**config.mk**
```make
export PLATFORM = sky130hd
export DESIGN_NAME = rr_arbiter_param
export DESIGN_NICKNAME = d
export VERILOG_FILES = /design/src/rtl/rr_arbiter_param.sv
export SDC_FILE = /design/constraint.sdc
export NUM_CORES = 1
export LEC_CHECK = 0
export CORE_MARGIN = 2
export CORE_UTILIZATION = 48
export DETAILED_ROUTE_END_ITERATION = 12
export PLACE_DENSITY_LB_ADDON = 0.2
export SYNTH_ARGS = -nofsm -noshare
export SYNTH_HDL_FRONTEND = slang
export SYNTH_SLANG_ARGS = --single-unit
```
**constraint.sdc**
```tcl
create_clock -name clk -period 2.1 [get_ports clk]
set_clock_uncertainty 0.15 [all_clocks]
set_input_delay 0.42 -clock clk [delete_from_list [all_inputs] [get_ports clk]]
set_output_delay 0.42 -clock clk [all_outputs]
set_load 0.1 [all_outputs]
```
**src/rtl/rr_arbiter_param.sv**
```systemverilog
// -----------------------------------------------------------------------------
// rr_arbiter_param
//
// Round-robin arbiter for the NOC router. It grants one of NUM_REQ requesters
// at a time and holds the grant until the packet completes. A registered
// one-hot priority pointer moves past the last winner when a grant is
// released, so the requester that just finished has the lowest priority in the
// next arbitration.
//
// Parameters
//   NUM_REQ   number of requesters (1..32)
//   MAX_HOLD  maximum grant hold in cycles (>= 2); used only when the
//             RR_HOLD_TIMEOUT_EN macro is defined
//   IDX_W     derived index width, max(1, $clog2(NUM_REQ)); not overridable
//
// Compile-time option
//   RR_HOLD_TIMEOUT_EN  when defined, a grant held for MAX_HOLD cycles without
//                       done_i is released by force and timeout_o pulses.
//                       When undefined, timeout_o is always 0 and a grant is
//                       held until done_i.
//
// Ports
//   clk               single clock, rising-edge
//   reset_n           asynchronous active-low reset
//   req_i             per-requester request levels
//   done_i            last transfer of the current grant (ignored without a grant)
//   grant_o           registered one-hot grant
//   grant_valid_o     high while grant_o is non-zero
//   grant_idx_o       binary index of the granted requester, 0 with no grant
//   priority_order_o  one-hot pointer to the highest-priority requester
//   timeout_o         one-cycle pulse after a forced release
// -----------------------------------------------------------------------------
module rr_arbiter_param #(
    parameter int NUM_REQ  = 4,
    parameter int MAX_HOLD = 16,
    localparam int IDX_W   = (NUM_REQ > 1) ? $clog2(NUM_REQ) : 1
) (
    input  logic               clk,
    input  logic               reset_n,
    input  logic [NUM_REQ-1:0] req_i,
    input  logic               done_i,
    output logic [NUM_REQ-1:0] grant_o,
    output logic               grant_valid_o,
    output logic [IDX_W-1:0]   grant_idx_o,
    output logic [NUM_REQ-1:0] priority_order_o,
    output logic               timeout_o
);

    localparam logic [NUM_REQ-1:0] LSB_ONE = NUM_REQ'(1'b1);

    typedef enum logic [0:0] {
        ST_IDLE  = 1'b0,
        ST_GRANT = 1'b1
    } state_t;

    // -------------------------------------------------------------------------
    // Helper functions
    // -------------------------------------------------------------------------

    // First set request searching circularly upward from the pointer bit,
    // inclusive. Bits at or above the pointer are tried first; if none of
    // those request, the search wraps to the lowest set request bit.
    function automatic logic [NUM_REQ-1:0] rr_pick(
        input logic [NUM_REQ-1:0] req,
        input logic [NUM_REQ-1:0] ptr
    );
        logic [NUM_REQ-1:0] upper;
        logic [NUM_REQ-1:0] masked;
        logic [NUM_REQ-1:0] pick;
        upper  = ~(ptr - LSB_ONE);
        masked = req & upper;
        if (|masked) begin
            pick = masked & (~masked + LSB_ONE);
        end else begin
            pick = req & (~req + LSB_ONE);
        end
        return pick;
    endfunction

    // Rotate left by one, bit NUM_REQ-1 wrapping to bit 0 (identity for 1 bit).
    function automatic logic [NUM_REQ-1:0] rotl1(input logic [NUM_REQ-1:0] v);
        logic [NUM_REQ-1:0] r;
        r = '0;
        for (int i = 0; i < NUM_REQ; i++) begin
            r[(i + 1) % NUM_REQ] = v[i];
        end
        return r;
    endfunction

    // Binary encode of a one-hot (or zero) vector; zero encodes to 0.
    function automatic logic [IDX_W-1:0] onehot_to_idx(input logic [NUM_REQ-1:0] oh);
        logic [IDX_W-1:0] idx;
        idx = '0;
        for (int i = 0; i < NUM_REQ; i++) begin
            if (oh[i]) begin
                idx = idx | IDX_W'(i);
            end else begin
                idx = idx;
            end
        end
        return idx;
    endfunction

    // -------------------------------------------------------------------------
    // State
    // -------------------------------------------------------------------------
    state_t             state_r;
    state_t             state_s;
    logic [NUM_REQ-1:0] grant_r;
    logic [NUM_REQ-1:0] grant_s;
    logic               valid_r;
    logic [IDX_W-1:0]   idx_r;
    logic [NUM_REQ-1:0] ptr_r;
    logic [NUM_REQ-1:0] ptr_s;
    logic               timeout_r;
    logic               timeout_s;
    logic               release_s;
    logic               forced_s;
    // Arbitration is held off for the first edge after reset release, so the
    // earliest grant is loaded on the second rising edge after deassertion.
    logic               arm_r;

`ifdef RR_HOLD_TIMEOUT_EN
    localparam int HOLD_W = $clog2(MAX_HOLD + 1);
    logic [HOLD_W-1:0] hold_r;
    logic [HOLD_W-1:0] hold_s;
`endif

    // Next-state, next-grant and pointer update logic.
    always_comb begin
        state_s   = state_r;
        grant_s   = grant_r;
        ptr_s     = ptr_r;
        release_s = 1'b0;
        forced_s  = 1'b0;
`ifdef RR_HOLD_TIMEOUT_EN
        hold_s    = hold_r;
`endif
        case (state_r)
            ST_IDLE: begin
                // done_i is meaningless without a grant and is not looked at.
                if (arm_r && (|req_i)) begin
                    grant_s = rr_pick(req_i, ptr_r);
                    state_s = ST_GRANT;
`ifdef RR_HOLD_TIMEOUT_EN
                    hold_s  = HOLD_W'(1);
`endif
                end else begin
                    grant_s = '0;
                    state_s = ST_IDLE;
                end
            end
            ST_GRANT: begin
                // The grant is locked here: req_i only matters on release.
                if (done_i) begin
                    release_s = 1'b1;
`ifdef RR_HOLD_TIMEOUT_EN
                end else if (hold_r >= HOLD_W'(MAX_HOLD)) begin
                    release_s = 1'b1;
                    forced_s  = 1'b1;
                end else begin
                    hold_s    = hold_r + HOLD_W'(1);
                end
`else
                end else begin
                    release_s = 1'b0;
                end
`endif
                if (release_s) begin
                    // Releasing requester becomes lowest priority, then the
                    // new pointer is used for back-to-back re-arbitration.
                    ptr_s = rotl1(grant_r);
                    if (|req_i) begin
                        grant_s = rr_pick(req_i, ptr_s);
                        state_s = ST_GRANT;
`ifdef RR_HOLD_TIMEOUT_EN
                        hold_s  = HOLD_W'(1);
`endif
                    end else begin
                        grant_s = '0;
                        state_s = ST_IDLE;
                    end
                end else begin
                    grant_s = grant_r;
                    state_s = ST_GRANT;
                end
            end
            default: begin
                grant_s = '0;
                state_s = ST_IDLE;
            end
        endcase
        timeout_s = forced_s;
    end

    // State, grant, pointer and output registers.
    always_ff @(posedge clk or negedge reset_n) begin
        if (!reset_n) begin
            state_r   <= ST_IDLE;
            grant_r   <= '0;
            valid_r   <= 1'b0;
            idx_r     <= '0;
            ptr_r     <= LSB_ONE;
            timeout_r <= 1'b0;
            arm_r     <= 1'b0;
        end else begin
            state_r   <= state_s;
            grant_r   <= grant_s;
            valid_r   <= |grant_s;
            idx_r     <= onehot_to_idx(grant_s);
            ptr_r     <= ptr_s;
            timeout_r <= timeout_s;
            arm_r     <= 1'b1;
        end
    end

`ifdef RR_HOLD_TIMEOUT_EN
    // Hold counter: cycles the current grant has been visible.
    always_ff @(posedge clk or negedge reset_n) begin
        if (!reset_n) begin
            hold_r <= '0;
        end else begin
            hold_r <= hold_s;
        end
    end
`endif

    assign grant_o          = grant_r;
    assign grant_valid_o    = valid_r;
    assign grant_idx_o      = idx_r;
    assign priority_order_o = ptr_r;
    assign timeout_o        = timeout_r;

endmodule

```
After elaboration in Yosys (flattened, before gate mapping)
Index checks and enable logic that the tools add are counted.

Flip-flop bits (word level): 13. Input bits: 7. Output and inout port bits: 12. Logic and storage cells: 43.

Add/sub/neg operators: 5. Multiplexer cells: 15. Bitwise gates (word level): 11. Reductions and logical operators: 6.

Operators by type and width (count): 4-bit AND (5); 4-bit two-way mux (5); 4-bit inverter (5); 4-bit OR reduction (4); 4-bit by 1-bit adder with 4-bit output, second input constant (3); 4-bit case mux with 2 select lines (1); 4-bit by 1-bit subtractor with 4-bit output, second input constant (2); 1-bit two-way mux (6); 2-bit two-way mux (2); 1-bit case mux with 2 select lines (1); 2-bit AND reduction (1); 1-bit logical AND (1); 1-bit inverter (1).

Longest topological paths before layout
Gate-level depths: netlist of the first run.

Depth in word-level cells: 13. Mapped depth: 7. Gate-level depth less buffers: 7.

Worst setup path after synthesis of the first run
No wires, ideal clock.

Kind: flip-flop to flip-flop. Start: register grant_r[0] (netlist: grant_o[0]). End: register valid_r (netlist: grant_valid_o). Library setup time: 0.070 ns. Arrival: 2.326 ns. Data required time: 1.880 ns. Path slack: -0.446 ns. Stages on the path, launching flop included: 8. Path buffers: 0. Clock period less this slack: 2.546 ns. Cells stage by stage: dfrtp_1 inv_1 ha_1 xnor2_1 o31a_1 or4_1 o311a_2 nand4_2.

Word-level cells in the longest chain between the ends: 11. Elaborated cells on any way between the ends: 12. Classes of those cells: add/sub: 2; mux: 4; bitwise: 4; reduce/logical: 2.

Ends and longest elaborated chain: start, declared (RTL line 109) `logic [NUM_REQ-1:0] grant_r;`; start signal, assigned (RTL line 208) `grant_r <= grant_s;`; 4-bit by 1-bit subtractor with 4-bit output (RTL line 70) `upper = ~(ptr - LSB_ONE);`; 4-bit inverter (RTL line 70); 4-bit AND (RTL line 71) `masked = req & upper;`; 4-bit inverter (RTL line 73) `pick = masked & (~masked + LSB_ONE);`; 4-bit by 1-bit adder with 4-bit output (RTL line 73); 4-bit AND (RTL line 73); 4-bit two-way mux (RTL line 72) `if (|masked) begin`; 4-bit two-way mux (RTL line 173) `if (|req_i) begin`; 4-bit two-way mux * (RTL line 169) `if (release_s) begin`; 4-bit case mux with 2 select lines * (RTL line 139) `case (state_r)`; 4-bit OR reduction * (RTL line 209) `valid_r <= |grant_s;`; end signal, assigned (RTL line 209); end, declared (RTL line 111) `logic valid_r;`.

Every way passes the cells marked *; elsewhere a longest branch is shown, timed or not. A chain may end at the register's enable or synchronous reset.

Worst setup path after layout of the first run
Start: register ptr_r[0] (netlist: priority_order_o[0]). End: register valid_r (netlist: grant_valid_o).

Word-level cells in the longest chain between the ends: 10. Elaborated cells on any way between the ends: 11. Classes of those cells: add/sub: 2; mux: 3; bitwise: 4; reduce/logical: 2.

Ends and longest elaborated chain: start, declared (RTL line 113) `logic [NUM_REQ-1:0] ptr_r;`; start signal, assigned (RTL line 211) `ptr_r <= ptr_s;`; 4-bit by 1-bit subtractor with 4-bit output * (RTL line 70); 4-bit inverter * (RTL line 70); 4-bit AND * (RTL line 71); 4-bit inverter (RTL line 73); 4-bit by 1-bit adder with 4-bit output (RTL line 73); 4-bit AND (RTL line 73); 4-bit two-way mux * (RTL line 72); 4-bit two-way mux * (RTL line 142) `if (arm_r && (|req_i)) begin`; 4-bit case mux with 2 select lines * (RTL line 139); 4-bit OR reduction * (RTL line 209).

Marked as above.

==> results of run 1 <==
==> metal layers <==
layer | part of all wire | vias to the layer above | routed length (um) | GRT usage
met2 | 0.50 | 50 | 1110 | 0.386
met3 | 0.086 | 0 | 190 | 0.0720
li1 | - | 373 | - | -
met5 | 0 | - | 0 | 0
met1 | 0.41 | 373 | 912 | 0.325
met4 | 0 | 0 | 0 | 0.0529
==> worst register-to-register path: cells and delay by family (launching register included) <==
kind | cells | cell delay [ps]
DFF | 1 | 670
and+or+nand+nor | 2 | 320
adders and majority gates | 1 | 230
buffers and inverters | 1 | 70
xor gates and xnor gates | 1 | 200
AOI/OAI and AO/OA | 2 | 380
==> synth_stat cells (all sizes together) <==
| cell | number |
|---|---|
| a21oi | 2 |
| a31o | 1 |
| a31oi | 1 |
| a32oi | 2 |
| and2 | 3 |
| and4 | 1 |
| buf | 2 |
| clkbuf | 2 |
| conb | 2 |
| dfrtp | 12 |
| dfstp | 1 |
| ha | 2 |
| inv | 9 |
| mux2 | 2 |
| nand2 | 12 |
| nand3 | 4 |
| nand4 | 2 |
| nand4b | 2 |
| nor2 | 1 |
| nor2b | 3 |
| nor3 | 3 |
| nor3b | 1 |
| nor4 | 3 |
| o21ai | 3 |
| o21bai | 1 |
| o221ai | 1 |
| o22a | 1 |
| o22ai | 1 |
| o311a | 1 |
| o31a | 3 |
| o31ai | 1 |
| or3 | 1 |
| or4 | 1 |
| xnor2 | 2 |
==> area by class of cell <==
class / instances / area [sq um] / area share
Sequential cell: 13 / 343 / 0.283
Inverter: 9 / 33.8 / 0.0279
Multi-Input combinational cell: 63 / 469 / 0.388
Timing Repair Buffer: 27 / 318 / 0.263
Clock buffer: 4 / 26.3 / 0.0217
Tap cell: 16 / 20.0 / 0.0165
==> flip-flops by register name, indices dropped and copies added, names as in the netlist <==
signal,cells
arm_r,1
state_r,1
grant_valid_o,1
grant_idx_o,2
priority_order_o,4
grant_o,4
==> cells by family (layout without fill, tap and decap cells) <==
family                     Yosys count  in the layout  synth area share
other                                2              2           0.00928
adders and majority gates            2              2            0.0309
and+or+nand+nor                     37             37             0.261
buffers and inverters               13             40            0.0665
muxes                                2              2            0.0278
DFF                                 13             13             0.403
AOI/OAI and AO/OA                   18             18             0.179
xor gates and xnor gates             2              2            0.0216
==> repair_timing <==
action	4_1_cts	5_1_grt
pin swaps	0	1
gates resized for setup	1	6
hold buffers	0	0
endpoints found under the setup margin	1	3
endpoints found under the hold margin	0	0
==> worst max-delay path by stage <==
| stage | from | endpoint | slack [ps] | depth (start not counted) |
|---|---|---|---|---|
| after floorplan | grant_o[0] | grant_valid_o | -20 | 7 |
| after global placement | req_i[1] | grant_valid_o | -170 | 6 |
| after detailed placement | req_i[1] | grant_valid_o | -130 | 6 |
| after CTS | priority_order_o[0] | grant_valid_o | 6 | 7 |
| after global routing | priority_order_o[0] | grant_valid_o | -30 | 7 |
| final | priority_order_o[0] | grant_valid_o | -30 | 7 |
==> metrics by stage <==
step / setup TNS, ps / instance area [sq um] / utilization / worst slack (ps)
global route: -33.5 / 1210 / 0.785 / -30.1
finish: -26.3 / 1210 / 0.785 / -26.3
global placement: -630 / 1140 / 0.742 / -174
detailed placement: -442 / 1140 / 0.742 / -132
CTS: 0 / 1180 / 0.764 / 6.31
floorplan: -18.2 / 826 / - / -18.2
==> impl_results.md, run 1 <==
* Dominant cell type by area after synthesis: sky130_fd_sc_hd__dfrtp_1
* Die Ht at roughly 45 um
* Max frequency at approximately 0.47 GHz
* Endpoint required time on the critical path at between 2000 and 2500 ps
* Worst reg2reg path startpoint: priority_order_o[0]
* Family with the most delay on the worst path: flip-flops
* Antenna cells at 0
* Routability congestion estimate from global placement at 0.942
* Final worst setup slack at -26.3 ps
* Crit Path Category: register to register
* Crit path buf inv count at 1
* Total of flip-flops plus latches after synthesis at 13
* Total nets after synthesis at between 90 and 100
* Antenna-violating nets left at 0
* Htree depth at 1
* Worst hold-check path type: primary input to asynchronous set/reset pin
* Syn Std Cell Area at 810 sq um
* Row cnt at 14
* Global route overflow at 0
* TritonRoute pass-1 iters at 4
* Most common library cell in the layout ignoring fill and taps: sky130_fd_sc_hd__buf_4
* Most frequent cells in the layout: 13 x sky130_fd_sc_hd__buf_4, 12 x sky130_fd_sc_hd__nand2_1, 9 x sky130_fd_sc_hd__inv_1, 8 x sky130_fd_sc_hd__buf_12
* Number of global-route vias before repair at roughly 730
* Final Instance Count excl. Fillers at ~130
* Largest cells by area after synthesis: sky130_fd_sc_hd__dfrtp_1 37%, sky130_fd_sc_hd__nand2_1 5.6%, sky130_fd_sc_hd__inv_1 4.2%
* Bufs on Longest Clock Path at 2
* Worst Setup End Kind: register
* Final worst-path cycle share at 1.01
* Final hold violation count at 0
* Sum of routed wire length over all layers at 2210 um
* Max-slew violation count at 0
* Count of boundary I/O pins at 19
* Number of cells produced by synthesis at 89
* Starting DRC count in detailed routing at 38
* Num CTS Buffers at 3
* Violations in the final reports: negative setup slack
* Number of nets at the end of the flow at about 130
* Vias at roughly 800
* Number of distinct library cells after synthesis at 38
* Worst slew margin at 0.622
* Actual slew at the worst max-slew pin at 565 ps
* Area share of the leading cell type in the synthesized netlist at 0.371
* Largest fanout on the critical path at 6
* Unrepaired setup endpoints after global routing: yes
* Crit path largest cell delay at around 670 ps
* Number of warnings issued by yosys at 0
* Synthesized area per cell at between 9 and 10 sq um
* Flop2flop setup slack at -30 ps
* Share of cells above drive strength 1 at 0.379
* Post-synthesis to final-layout area growth at 49.5%
* Per-cell via count in the routed design at 6.03
* Min cycle time layout at 2130 ps
* Root buffer cell: sky130_fd_sc_hd__clkbuf_4
* Clock latency reported for the late side of the worst-skew pair at 270 ps
* Cell Count Post-Placement at between 100 and 150
* GRT Resource Usage Total at 0.242
* Avg WL per Cell at roughly 17 um
* # port buffers at 17
* Number of inserted filler cells in the final layout at around 100
* Std-Cell Core Area at 0.00154 sq mm
* Sequential share of the synthesized area at 0.403
* Register-to-Register Path Depth at 7
* Chip Width at about 45 um
* Worst EP arrival at approximately 2100 ps
* Max cap viols at 0
* DIE AREA at slightly above 0.002 sq mm
* CTS sink cnt at 13
* CP Launch Type: register
* Clock slew at the register clock pins of the worst setup and hold paths at approximately 80 ps
* Effective utilization at floorplan at 0.525
* Number of buffers inserted by post-CTS setup repair at 0
* Antenna violations before repair at 0
* Global-route wire length before repair at about 3500 um
* CTS tree: yes
* Worst flop-to-flop path endpoint: grant_valid_o
* Critical Path Slowest Stage Cell: sky130_fd_sc_hd__dfstp_4
* Final setup fails at 1
* Result of the run: finished, violations left
* Number of remaining DRC errors at 0
* Cell chain of the critical path: inv_1 > ha_1 > xnor2_2 > and2_4 > o31ai_1 > a31oi_1 > nand4_2
* Post-DP HPWL at between 1500 and 2000 um
* Pin count of the biggest net entering global routing at 14
* Worst hold slack at 356 ps
Power of run 1 is not shown: default switching activity piles up to over one toggle a cycle in this logic, so the estimate is an artifact.
==> run 2: changes to the inputs <==
- CORE_MARGIN: 2 -> 5
==> impl_results.md, run 2 (same netlist as run 1, synthesis figures left out) <==
* Result of the run: finished clean (was finished, violations left)
* Final setup fails at 0 (was 1)
* Max frequency at 0.489 GHz (was 0.470 GHz)
* Starting DRC count in detailed routing at 20 (was 38)
* Worst reg2reg path startpoint: grant_o[3] (was priority_order_o[0])
* Global route overflow at 0 (unchanged)
* DIE AREA at 0.00261 sq mm (was 0.00203 sq mm)
* Share of cells above drive strength 1 at 0.372 (was 0.379)
* Core Util, Final at 0.778 (was 0.785)
* CTS tree: yes (unchanged)
* Root buffer cell: sky130_fd_sc_hd__clkbuf_4 (unchanged)
* Number of nets at the end of the flow at 131 (was 126)
* Launch point of the critical path: grant_o[3] (was priority_order_o[0])
* Worst flop-to-flop path endpoint: grant_valid_o (unchanged)
* Antenna-violating nets left at 0 (unchanged)
* Endpoint required time on the critical path at 2170 ps (was 2100 ps)
* Max-slew violation count at 0 (unchanged)
* CTS sink cnt at 13 (unchanged)
* Number of remaining DRC errors at 0 (unchanged)
* GRT Resource Usage Total at 0.188 (was 0.242)
* Most common library cell in the layout ignoring fill and taps: sky130_fd_sc_hd__buf_4 (unchanged)
* Effective utilization at floorplan at 0.519 (was 0.525)
* Final worst-path cycle share at 0.974 (was 1.01)
* Global-route wire length before repair at 3620 um (was 3450 um)
* Std-Cell Core Area at 0.00156 sq mm (was 0.00154 sq mm)
* Max cap viols at 0 (unchanged)
* Htree depth at 1 (unchanged)
* Cell Count Post-Placement at 131 (was 128)
* Count of boundary I/O pins at 19 (unchanged)
* Post-synthesis to final-layout area growth at 49.9% (was 49.5%)
* Chip Width at 51.1 um (was 45.1 um)
* TritonRoute pass-1 iters at 4 (unchanged)
* Worst hold-check path type: primary input to asynchronous set/reset pin (unchanged)
* Actual slew at the worst max-slew pin at 561 ps (was 565 ps)
* Unrepaired setup endpoints after global routing: no (was yes)
* Clock latency reported for the late side of the worst-skew pair at 280 ps (was 270 ps)
* CP Capture Point: grant_valid_o (unchanged)
* Clock slew at the register clock pins of the worst setup and hold paths at 80 ps (about the same)
* Vias at 781 (was 796)
* Crit Path Category: register to register (unchanged)
* Per-cell via count in the routed design at 5.70 (was 6.03)
* Worst slew margin at 0.625 (was 0.622)
* Bufs on Longest Clock Path at 2 (unchanged)
* Antenna violations before repair at 0 (unchanged)
* Avg WL per Cell at 16.0 um (was 16.7 um)
* Pin count of the biggest net entering global routing at 14 (unchanged)
* Die Ht at 51.1 um (was 45.1 um)
* Row cnt at 14 (unchanged)
* Final hold violation count at 0 (unchanged)
* # port buffers at 17 (unchanged)
* Number of global-route vias before repair at 726 (was 732)
* Register-to-Register Path Depth at 5 (was 7)
* Post-DP HPWL at 1730 um (was 1680 um)
* Num CTS Buffers at 3 (unchanged)
* Final Instance Count excl. Fillers at 137 (was 132)
* Sum of routed wire length over all layers at 2190 um (was 2210 um)
* Worst EP arrival at 2110 ps (was 2120 ps)
* Min cycle time layout at 2050 ps (was 2130 ps)
* Antenna cells at 0 (unchanged)
* CP Launch Type: register (unchanged)
* Most frequent cells in the layout: 18 x sky130_fd_sc_hd__buf_4, 12 x sky130_fd_sc_hd__nand2_1, 9 x sky130_fd_sc_hd__inv_1, 8 x sky130_fd_sc_hd__buf_12 (was 13 x sky130_fd_sc_hd__buf_4, 12 x sky130_fd_sc_hd__nand2_1, 9 x sky130_fd_sc_hd__inv_1, 8 x sky130_fd_sc_hd__buf_12)
* Largest fanout on the critical path at 4 (was 6)
* Flop2flop setup slack at 50 ps (was -30 ps)
* Routability congestion estimate from global placement at 0.904 (was 0.942)
* Worst Setup End Kind: register (unchanged)
==> run 2: through the flow <==
stage	setup TNS, ps	cell area, sq um	hold WS [ps]	setup WS (ps)
2_1_floorplan	-18.2	826	-25.6	-18.2
3_3_place_gp	-4.44	1170	369	-4.44
3_5_place_dp	-198	1170	376	-87.7
4_1_cts	0	1190	349	12.4
5_1_grt	0	1210	370	1.66
6_report	0	1210	348	53.8
==> run 2: worst min path at each step <==
stage / cells past startpoint / slack, ps / to
final: 1 / 350 / state_r
after floorplan: 0 / -30 / arm_r
after CTS: 1 / 350 / state_r
after global routing: 1 / 370 / state_r
after detailed placement: 2 / 380 / state_r
after global placement: 2 / 370 / state_r
==> run 2: what timing repair did <==
action                                  CTS  global route
hold buffers                              0             0
setup buffers                             0             2
gates resized for setup                   0             2
endpoints found under the setup margin    0             2
==> run 2: area by class of cell <==
cell class / instances / area [sq um]
multi-input combinational: 63 / 435
timing repair buffer: 32 / 355
clock buffer: 4 / 26.3
sequential: 13 / 343
tap: 16 / 20.0
inverter: 9 / 33.8
fill: 107 / 345
==> run 2: layer usage <==
layer / wire length, um / track usage / part of all wire / vias up
met3: 155 / 0.0552 / 0.071 / 2
met1: 1020 / 0.258 / 0.47 / 366
met2: 984 / 0.270 / 0.45 / 28
li1: - / - / - / 385
met5: 0 / 0 / 0 / -
met4: 29 / 0.0897 / 0.013 / 0
==> run 2: worst max-delay path, cell delays in order, from the launching register on <==
cell                      delay [ps]
sky130_fd_sc_hd__dfrtp_4         490
sky130_fd_sc_hd__o31a_1          350
sky130_fd_sc_hd__o31a_1          310
sky130_fd_sc_hd__or4_1           410
sky130_fd_sc_hd__o311a_2         170
sky130_fd_sc_hd__nand4_2         100
Power of run 2 is left out for the same reason.
==> RTL edit 1: new RTL, config.mk and constraints of run 1 <==
Build with the macro `RR_HOLD_TIMEOUT_EN` defined.
--- a/src/rtl/rr_arbiter_param.sv
+++ b/src/rtl/rr_arbiter_param.sv
@@ -32,2 +32,4 @@
 // -----------------------------------------------------------------------------
+`define RR_HOLD_TIMEOUT_EN
+
 module rr_arbiter_param #(
Check against the original RTL: same outputs for any inputs over 10 cycles, from zero or initial values and one cycle with reset_n low; that may be too few to reach the edited logic, so the function may still have changed.
==> RTL edit 1 against run 1 <==
Wire length rose by 18%. Worst hold slack got worse by 0.055 ns. Global-route usage is 2.3 points lower. Worst setup slack better by 0.13 ns. Synthesized area is 35% higher. Sequential cell count rose by 6. Cell area rose by 30%.
==> RTL edit 1: results (changes against run 1) <==
| Metric | Value |
|---|---|
| Status | complete, no violations |
| Final-layout clock-cell area share | 1.67% (-0.51 points) |
| Width of the chip | 51.7 um (+15%) |
| Routed wl met2 | 1140 um (+3.2%) |
| FF+latch area | 494 um2 (+44%) |
| Clock sink total | 19 (+6) |
| Top cell type's share of synthesized area | 41.3% (+4.2 points) |
| Cells after Synth | 120 (+35%) |
| Multi-input combinational area share | 39.7% (+0.87 points) |
| Proportion of layout cells with a drive suffix above 1 | 34.0% (-3.9 points) |
| Grt met3 use | 4.02% (-3.2 points) |
| Synth cell types | 37 (-2.6%) |
| Synth top area cells | dfrtp_1, nand2_1, ha_1 |
| Routed WL | 2600 um (+18%) |
| GPL Wtd Cong | 0.895 (-5.0%) |
| Number of global-route vias before repair | 966 (+32%) |
| Routed length on met1 | 1190 um (+31%) |
| GRT Total Usage | 21.8% (-2.3 points) |
| Dpl ws | -0.0794 ns (+0.0524 ns) |
| Met2 GRT Util | 33.3% (-5.2 points) |
| Register area share after synthesis | 43.7% (+3.4 points) |
| Non-clock buffering overhead | 22.5% (-3.7 points) |
| Largest net degree at the start of global routing | 20 (+6) |
| Final nets | 165 (+31%) |
| Arrival time at the worst endpoint | 2.02 ns (-0.10 ns) |
| Port Buffer Count | 18 (+1) |
| M1 GR Usage | 30.1% (-2.4 points) |
| Multi-input gates | 87 (+38%) |
| Fillers | 162 (+59%) |
| Final HPWL DP | 1920 um (+14%) |
| DR iter-0 viols | 44 (+16%) |
| First-pass GRT wire length | 4310 um (+25%) |
| Multi-input gate area | 626 um2 (+33%) |
==> RTL edit 1: changes by cell type in the layout (fill, tap and decap cells not counted), moves of 4 or more <==
cell            run 1  this run
nand3_1             3         9
a21oi_1             0         5
buf_4              13        18
dfrtp_1             6        11
nand2_1            12        17
nand4_1             1         5
nor2_1              1         5
o21ai_0             3         7
==> RTL edit 1: cell families after synthesis <==
group,count (synthesis),share of synthesized area [%]
compound gates,22,13.1
xor+xnor,3,2.41
fa+ha+maj,4,4.59
buf+inv,14,5.62
flops,19,43.7
mux,2,2.06
other cells,1,0.344
simple gates,55,28.2
==> RTL edit 1: power groups by stage <==
stage                     clock network, mW  logic (mW)  registers [mW]
after floorplan                           0       0.381            1.24
after global placement                    0        1.48           0.643
after detailed placement                  0        1.50           0.641
after CTS                             0.187        1.51           0.635
after global routing                  0.204        1.74           0.655
final                                 0.184        1.65           0.641
==> RTL edit 1: what timing repair did <==
item,CTS,global route
gates resized for setup,0,11
setup endpoints to repair,0,1
hold buffers,0,0
setup buffers,0,3
==> RTL edit 1: worst max-delay path by stage <==
stage                                         end  slack (ns)  depth (start not counted)                             from
after global placement    grant_valid_o$_DFF_PN0_       -0.04                          6                         req_i[1]
after global routing      grant_valid_o$_DFF_PN0_       0.004                          7  priority_order_o[0]$_DFFE_PN1P_
final                     grant_valid_o$_DFF_PN0_        0.10                          7  priority_order_o[0]$_DFFE_PN1P_
after floorplan           grant_valid_o$_DFF_PN0_        0.02                          7  priority_order_o[0]$_DFFE_PN1P_
after detailed placement  grant_valid_o$_DFF_PN0_       -0.08                          6                         req_i[1]
after CTS                 grant_valid_o$_DFF_PN0_        0.03                          7  priority_order_o[0]$_DFFE_PN1P_
==> RTL edit 2: new RTL, flow settings as in run 1 <==
Without the edit above. The parameter `NUM_REQ` goes from 4 to 2.
--- a/src/rtl/rr_arbiter_param.sv
+++ b/src/rtl/rr_arbiter_param.sv
@@ -33,3 +33,3 @@
 module rr_arbiter_param #(
-    parameter int NUM_REQ  = 4,
+    parameter int NUM_REQ  = 2,
     parameter int MAX_HOLD = 16,
Interface: changed (resized grant_idx_o, grant_o, priority_order_o and req_i); port bits go from 19 to 12. No check against the original RTL was run, so the function may have changed too.
==> RTL edit 2 against run 1 <==
The flow now stops in 2_4_floorplan_pdn. Synthesized area down 56%.
==> RTL edit 2: results (changes against run 1) <==
| Metric | Value |
|---|---|
| Status | stopped before the end |
| Stopped at | 2_4_floorplan_pdn |
| Err | [ERROR PDN-0185] Insufficient width (26.68 um) to add straps on layer met4 in grid "grid" with total strap width 15.2 um and offset 13.6 um. |
| Yosys warns | 0 (unchanged) |
| Register area share after synthesis | 49.8% (+9.5 points) |
| Syn Nets | 38 (-61%) |
| Post-synthesis register bit count | 7 (-6) |
| Post-synth top cells | dfrtp_1, nand2_1, o21ai_0 |
| Synth top area cells | dfrtp_1, dfstp_2, mux2_2 |
| FFs w/ async S/R, synth | 100% (unchanged) |
| Synth cell types | 17 (-55%) |
| Cells after Synth | 33 (-63%) |
==> RTL edit 2: cell families after synthesis <==
family	synth area share, %
compound gates	16.3
simple gates	14.8
mux	10.6
flops	49.8
other cells	2.12
buf+inv	6.36
